===== config.mk =====
export PLATFORM = sky130hd
export DESIGN_NAME = register_file_2r1w_flat
export DESIGN_NICKNAME = d
export VERILOG_FILES = /design/src/rtl/register_file_2r1w_if.sv /design/src/rtl/register_file_2r1w.sv /design/src/flat_wrapper.sv
export SDC_FILE = /design/constraint.sdc
export NUM_CORES = 1
export LEC_CHECK = 0
export ABC_AREA = 1
export CORE_ASPECT_RATIO = 1.4
export CORE_MARGIN = 2
export CORE_UTILIZATION = 25
export CTS_CLUSTER_DIAMETER = 100
export DETAILED_ROUTE_END_ITERATION = 10
export PLACE_DENSITY = 0.41
export SYNTH_ARGS = -nofsm -noshare
export SYNTH_HDL_FRONTEND = slang
export SYNTH_SLANG_ARGS = --single-unit

===== constraint.sdc =====
create_clock -name clk -period 2.1 [get_ports clk]
set_input_delay 0.525 -clock clk [delete_from_list [all_inputs] [get_ports clk]]
set_output_delay 0.525 -clock clk [all_outputs]
set_load 0.05 [all_outputs]

===== src/rtl/register_file_2r1w_if.sv =====
// Operand-read / writeback bus of the 2-read 1-write register file.
// The datapath drives through the master modport; the register file is the slave.
interface register_file_2r1w_if #(
    parameter int DATA_W = 8,
    parameter int ADDR_W = 4
);
    logic [ADDR_W-1:0] read_addr0;
    logic [ADDR_W-1:0] read_addr1;
    logic [ADDR_W-1:0] write_addr;
    logic [DATA_W-1:0] write_data;
    logic              write_enable;
    logic [DATA_W-1:0] read_data0;
    logic [DATA_W-1:0] read_data1;

    modport master (
        output read_addr0,
        output read_addr1,
        output write_addr,
        output write_data,
        output write_enable,
        input  read_data0,
        input  read_data1
    );

    modport slave (
        input  read_addr0,
        input  read_addr1,
        input  write_addr,
        input  write_data,
        input  write_enable,
        output read_data0,
        output read_data1
    );
endinterface


===== src/rtl/register_file_2r1w.sv =====
// 2**ADDR_W x DATA_W register file: two combinational read ports, one synchronous write port.
// Optional write-first forwarding to the read ports when REGFILE_WRITE_BYPASS_EN is defined.
module register_file_2r1w #(
    parameter int DATA_W = 8,
    parameter int ADDR_W = 4
) (
    input  logic                 clk,
    input  logic                 rst,
    register_file_2r1w_if.slave  bus
);
    localparam int DEPTH = 2 ** ADDR_W;

    logic [DATA_W-1:0] regs_reg [DEPTH];
    logic [ADDR_W-1:0] rd_addr  [2];
    logic [DATA_W-1:0] rd_data  [2];

    // rst is active-low and asynchronous; it also outranks a write on the same edge.
    always_ff @(posedge clk or negedge rst) begin
        if (!rst) begin
            for (int i = 0; i < DEPTH; i++) begin
                regs_reg[i] <= '0;
            end
        end else if (bus.write_enable) begin
            regs_reg[bus.write_addr] <= bus.write_data;
        end
    end

    assign rd_addr[0]     = bus.read_addr0;
    assign rd_addr[1]     = bus.read_addr1;
    assign bus.read_data0 = rd_data[0];
    assign bus.read_data1 = rd_data[1];

    genvar gi;
    generate
        for (gi = 0; gi < 2; gi++) begin : g_read_port
`ifdef REGFILE_WRITE_BYPASS_EN
            logic hit;
            // Gating with rst keeps the outputs at zero while reset is held.
            assign hit         = rst && bus.write_enable && (rd_addr[gi] == bus.write_addr);
            assign rd_data[gi] = hit ? bus.write_data : regs_reg[rd_addr[gi]];
`else
            assign rd_data[gi] = regs_reg[rd_addr[gi]];
`endif
        end
    endgenerate
endmodule


===== src/flat_wrapper.sv =====
// flat-port wrapper written by rule: the top's interface ports become plain ports
module register_file_2r1w_flat 
#(
    parameter int DATA_W = 8,
    parameter int ADDR_W = 4
)
  (clk, rst, bus_read_addr0, bus_read_addr1, bus_write_addr, bus_write_data, bus_write_enable, bus_read_data0, bus_read_data1);
  register_file_2r1w_if #(.DATA_W(DATA_W), .ADDR_W(ADDR_W)) bus_i ();
  input  logic clk;
  input  logic rst;
  input wire logic [$bits(bus_i.read_addr0)-1:0] bus_read_addr0;
  input wire logic [$bits(bus_i.read_addr1)-1:0] bus_read_addr1;
  input wire logic [$bits(bus_i.write_addr)-1:0] bus_write_addr;
  input wire logic [$bits(bus_i.write_data)-1:0] bus_write_data;
  input wire logic [$bits(bus_i.write_enable)-1:0] bus_write_enable;
  output wire logic [$bits(bus_i.read_data0)-1:0] bus_read_data0;
  output wire logic [$bits(bus_i.read_data1)-1:0] bus_read_data1;
  assign bus_i.read_addr0 = bus_read_addr0;
  assign bus_i.read_addr1 = bus_read_addr1;
  assign bus_i.write_addr = bus_write_addr;
  assign bus_i.write_data = bus_write_data;
  assign bus_i.write_enable = bus_write_enable;
  assign bus_read_data0 = bus_i.read_data0;
  assign bus_read_data1 = bus_i.read_data1;
  register_file_2r1w #(.DATA_W(DATA_W), .ADDR_W(ADDR_W)) u_core (.clk(clk), .rst(rst), .bus(bus_i));
endmodule

==> metrics.md <==
| Metric | Value |
|---|---|
| Via count | `about 7.5k` |
| R2R cell count | `2` |
| Max Clock Skew | `0 ps` |
| Initial core utilization | `roughly a quarter` |
| Gr ovfl total | `0` |
| Hold crit path type | `in -> async` |
| Mean Syn Cell Area | `just under 7 um2` |
| WS Path Type | `in -> out` |
| Core Footprint | `around 30000 um2` |
| Setup-failing EPs final | `0` |
| Die Ht | `~210 um` |
| Yosys warning count | `0` |
| Min cycle time layout | `roughly 2100 ps` |
| # diodes | `0` |
| WL/cell | `about 18 um` |
| Synthesized Nets | `between 1k and 1.5k` |
| First-pass GRT wire length | `45600 um` |
| Netlist cell types | `17` |
| Total power | `8900 uW` |
| Status | `finished, final reports clean` |
| Final Core Density | `roughly 34%` |
| Worst path slowest cell | `buf_16` |
| Tot GR Track Use | `19.3%` |
| Top Metal Used | `met4` |
| Critical Path RT | `around 1600 ps` |
| Gpl congestion | `~0.84` |
| Tightest Pin Transition | `roughly 460 ps` |
| WL met2 | `between 10000 and 15000 um` |
| Critical Path Fanout Max | `36` |
| Reg2reg start | `u_core.regs_reg[82]$_DFFE_PN0P_` |
| LEAKAGE | `just over 0.005 uW` |
| Clock tree buffer depth | `2` |
| Routed vias/inst | `between 4 and 5` |
| DR pass1 iterations | `6` |
| Die X-Extent | `about 150 um` |
| CTS Root Cell | `clkbuf_16` |
| Initial antenna violation count | `0` |
| Clock transition at path regs | `60 ps` |
| Final hold vios | `0` |
| Slew margin rel. | `about 70%` |
| Post-route antenna net violation count | `0` |
| Htree depth | `4` |
| Routed length on met3 | `1180 um` |
| Vias in the first global route | `about 7.5k` |
| Post-route DRC | `0` |
| Post-synthesis cell count | `roughly 1.1k` |
| Critical Path End Type | `output port` |
| Initial drt markers | `around 480` |
| Clock Latency Late Sink | `440 ps` |
| Reg area | `around 3200 um2` |
| Register area share after synthesis | `around two fifths` |
| Filler cells | `about 3.2k` |
| Row cnt | `75` |
| Number of port buffers | `38` |
| M1 wire length | `approximately 13000 um` |
| Flops & latches, synth | `~130` |
| Synthesized area | `7640 um2` |
| FMAX | `~0.48 GHz` |
| Worst VDD drop | `around 0.6 mV` |
| Cell Chain, Critical Path | `buf_12 > buf_16 > buf_4 > nand2_1 > nand3_1 > nand3_2 > nand3_2 > nand2_4 > buf_12` |
| Final nets | `approximately 1.2k` |
| Pin count of the biggest net entering global routing | `41` |
| CTS tree | `built` |
| Total CTS buffers | `17` |
| Crit path launch type | `input pin` |
| DP Wirelength | `19500 um` |
| Overall routed net length | `just under 30000 um` |
| Worst R2R End | `u_core.regs_reg[82]$_DFFE_PN0P_` |
| CTS sink cnt | `128` |
| Most frequent cells in the layout | `nand2_1, nand3_1, dfrtp_1` |
| I/O pin count | `39` |
| CP max stage delay | `roughly 170 ps` |
| Die Footprint | `about 32000 um2` |
| Hold Worst Slack | `about 4.1 ps` |
| Arr. time, crit path | `~1600 ps` |
| Power Dens Cells | `about 860 nW/um2` |
| RSZ-0062 raised after global routing | `yes` |
| Layout cells sized above 1 | `a little under a fifth` |
| R2r setup slk | `about 1400 ps` |
| Most common cell after layout, fill and taps aside | `nand2_1` |
| Max reg flops | `approximately 130` |
| P&R area growth vs syn | `35.3%` |
| Multi-input combinational cell area | `3700 um2` |
| Max Slew Vio Count | `0` |
| Final Cycle Share | `approximately 100%` |
| Maxcap violations | `0` |
==> metal layers <==
layer | GRT usage (%) | up-vias
li1 | - | 3702
met1 | 24.7 | 3567
met2 | 31.8 | 222
met3 | 2.66 | 49
met4 | 8.97 | 0
met5 | 0 | -
==> final cells by class <==
cell class	instances	area share [%]
multi-input combinational	779	35.9
sequential	128	31.0
timing repair buffer	120	16.8
inverter	151	5.81
tap	385	4.66
clock buffer	17	4.12
clock inverter	15	1.77
==> cell families after synthesis <==
family / after synthesis / share of synthesized area (%)
buf+inv: 223 / 12.5
simple gates: 651 / 36.8
compound gates: 128 / 8.78
flops: 128 / 41.9
==> worst max-delay path by stage <==
stage / startpoint / to / slack, ps / cells past startpoint
2_1_floorplan: bus_read_addr1[1] / bus_read_data1[6] / 50 / 7
3_3_place_gp: bus_read_addr1[1] / bus_read_data1[1] / -490 / 7
3_5_place_dp: bus_read_addr1[1] / bus_read_data1[7] / -460 / 8
4_1_cts: bus_read_addr1[0] / bus_read_data1[1] / -3 / 8
5_1_grt: bus_read_addr0[0] / bus_read_data0[1] / -30 / 9
6_report: bus_read_addr0[0] / bus_read_data0[5] / 10 / 9
==> where the power goes <==
part / internal, uW / switching, uW / total (uW)
logic: 995 / 1550 / 2550
registers: 2980 / 265 / 3240
clock network: 1880 / 1230 / 3110
total: 5850 / 3040 / 8900
==> through the flow <==
step | TNS, ps | instance area (um2) | setup WS, ps | cells
global route | -215 | 10300 | -31.7 | 1595
finish | 0 | 10300 | 10.8 | 1595
global placement | -6760 | 9090 | -489 | 1546
detailed placement | -6530 | 9090 | -458 | 1546
CTS | -2.54 | 10100 | -2.54 | 1593
floorplan | 0 | 7680 | 45.2 | 1130
==> cell usage after synthesis <==
master | instances | area share (%)
o21ai_0 | 97 | 6.4
buf_6 | 12 | 1.8
nor2_4 | 4 | 0.59
o21ai_1 | 23 | 1.5
inv_2 | 3 | 0.15
buf_1 | 3 | 0.15
nand2_4 | 1 | 0.15
nor2_1 | 4 | 0.20
o21ai_2 | 8 | 0.92
nand2_2 | 7 | 0.57
nor3_4 | 2 | 0.43
inv_1 | 148 | 7.3
clkbuf_1 | 34 | 1.7
buf_2 | 23 | 1.5
nand2_1 | 405 | 20
nand3_1 | 228 | 15
dfrtp_1 | 128 | 42
==> critical path: cells and delay by family <==
| family | cells | cell delay [ps] |
|---|---|---|
| and+or+nand+nor | 5 | 420 |
| buffers and inverters | 4 | 590 |
==> what timing repair did <==
action	4_1_cts	5_1_grt
hold buffers	0	0
gates resized for setup	67	53
gates cloned	7	2
endpoints found under the setup margin	16	16
setup buffers	8	0
pin swaps	10	10
Power figures use the tool's default switching activity.
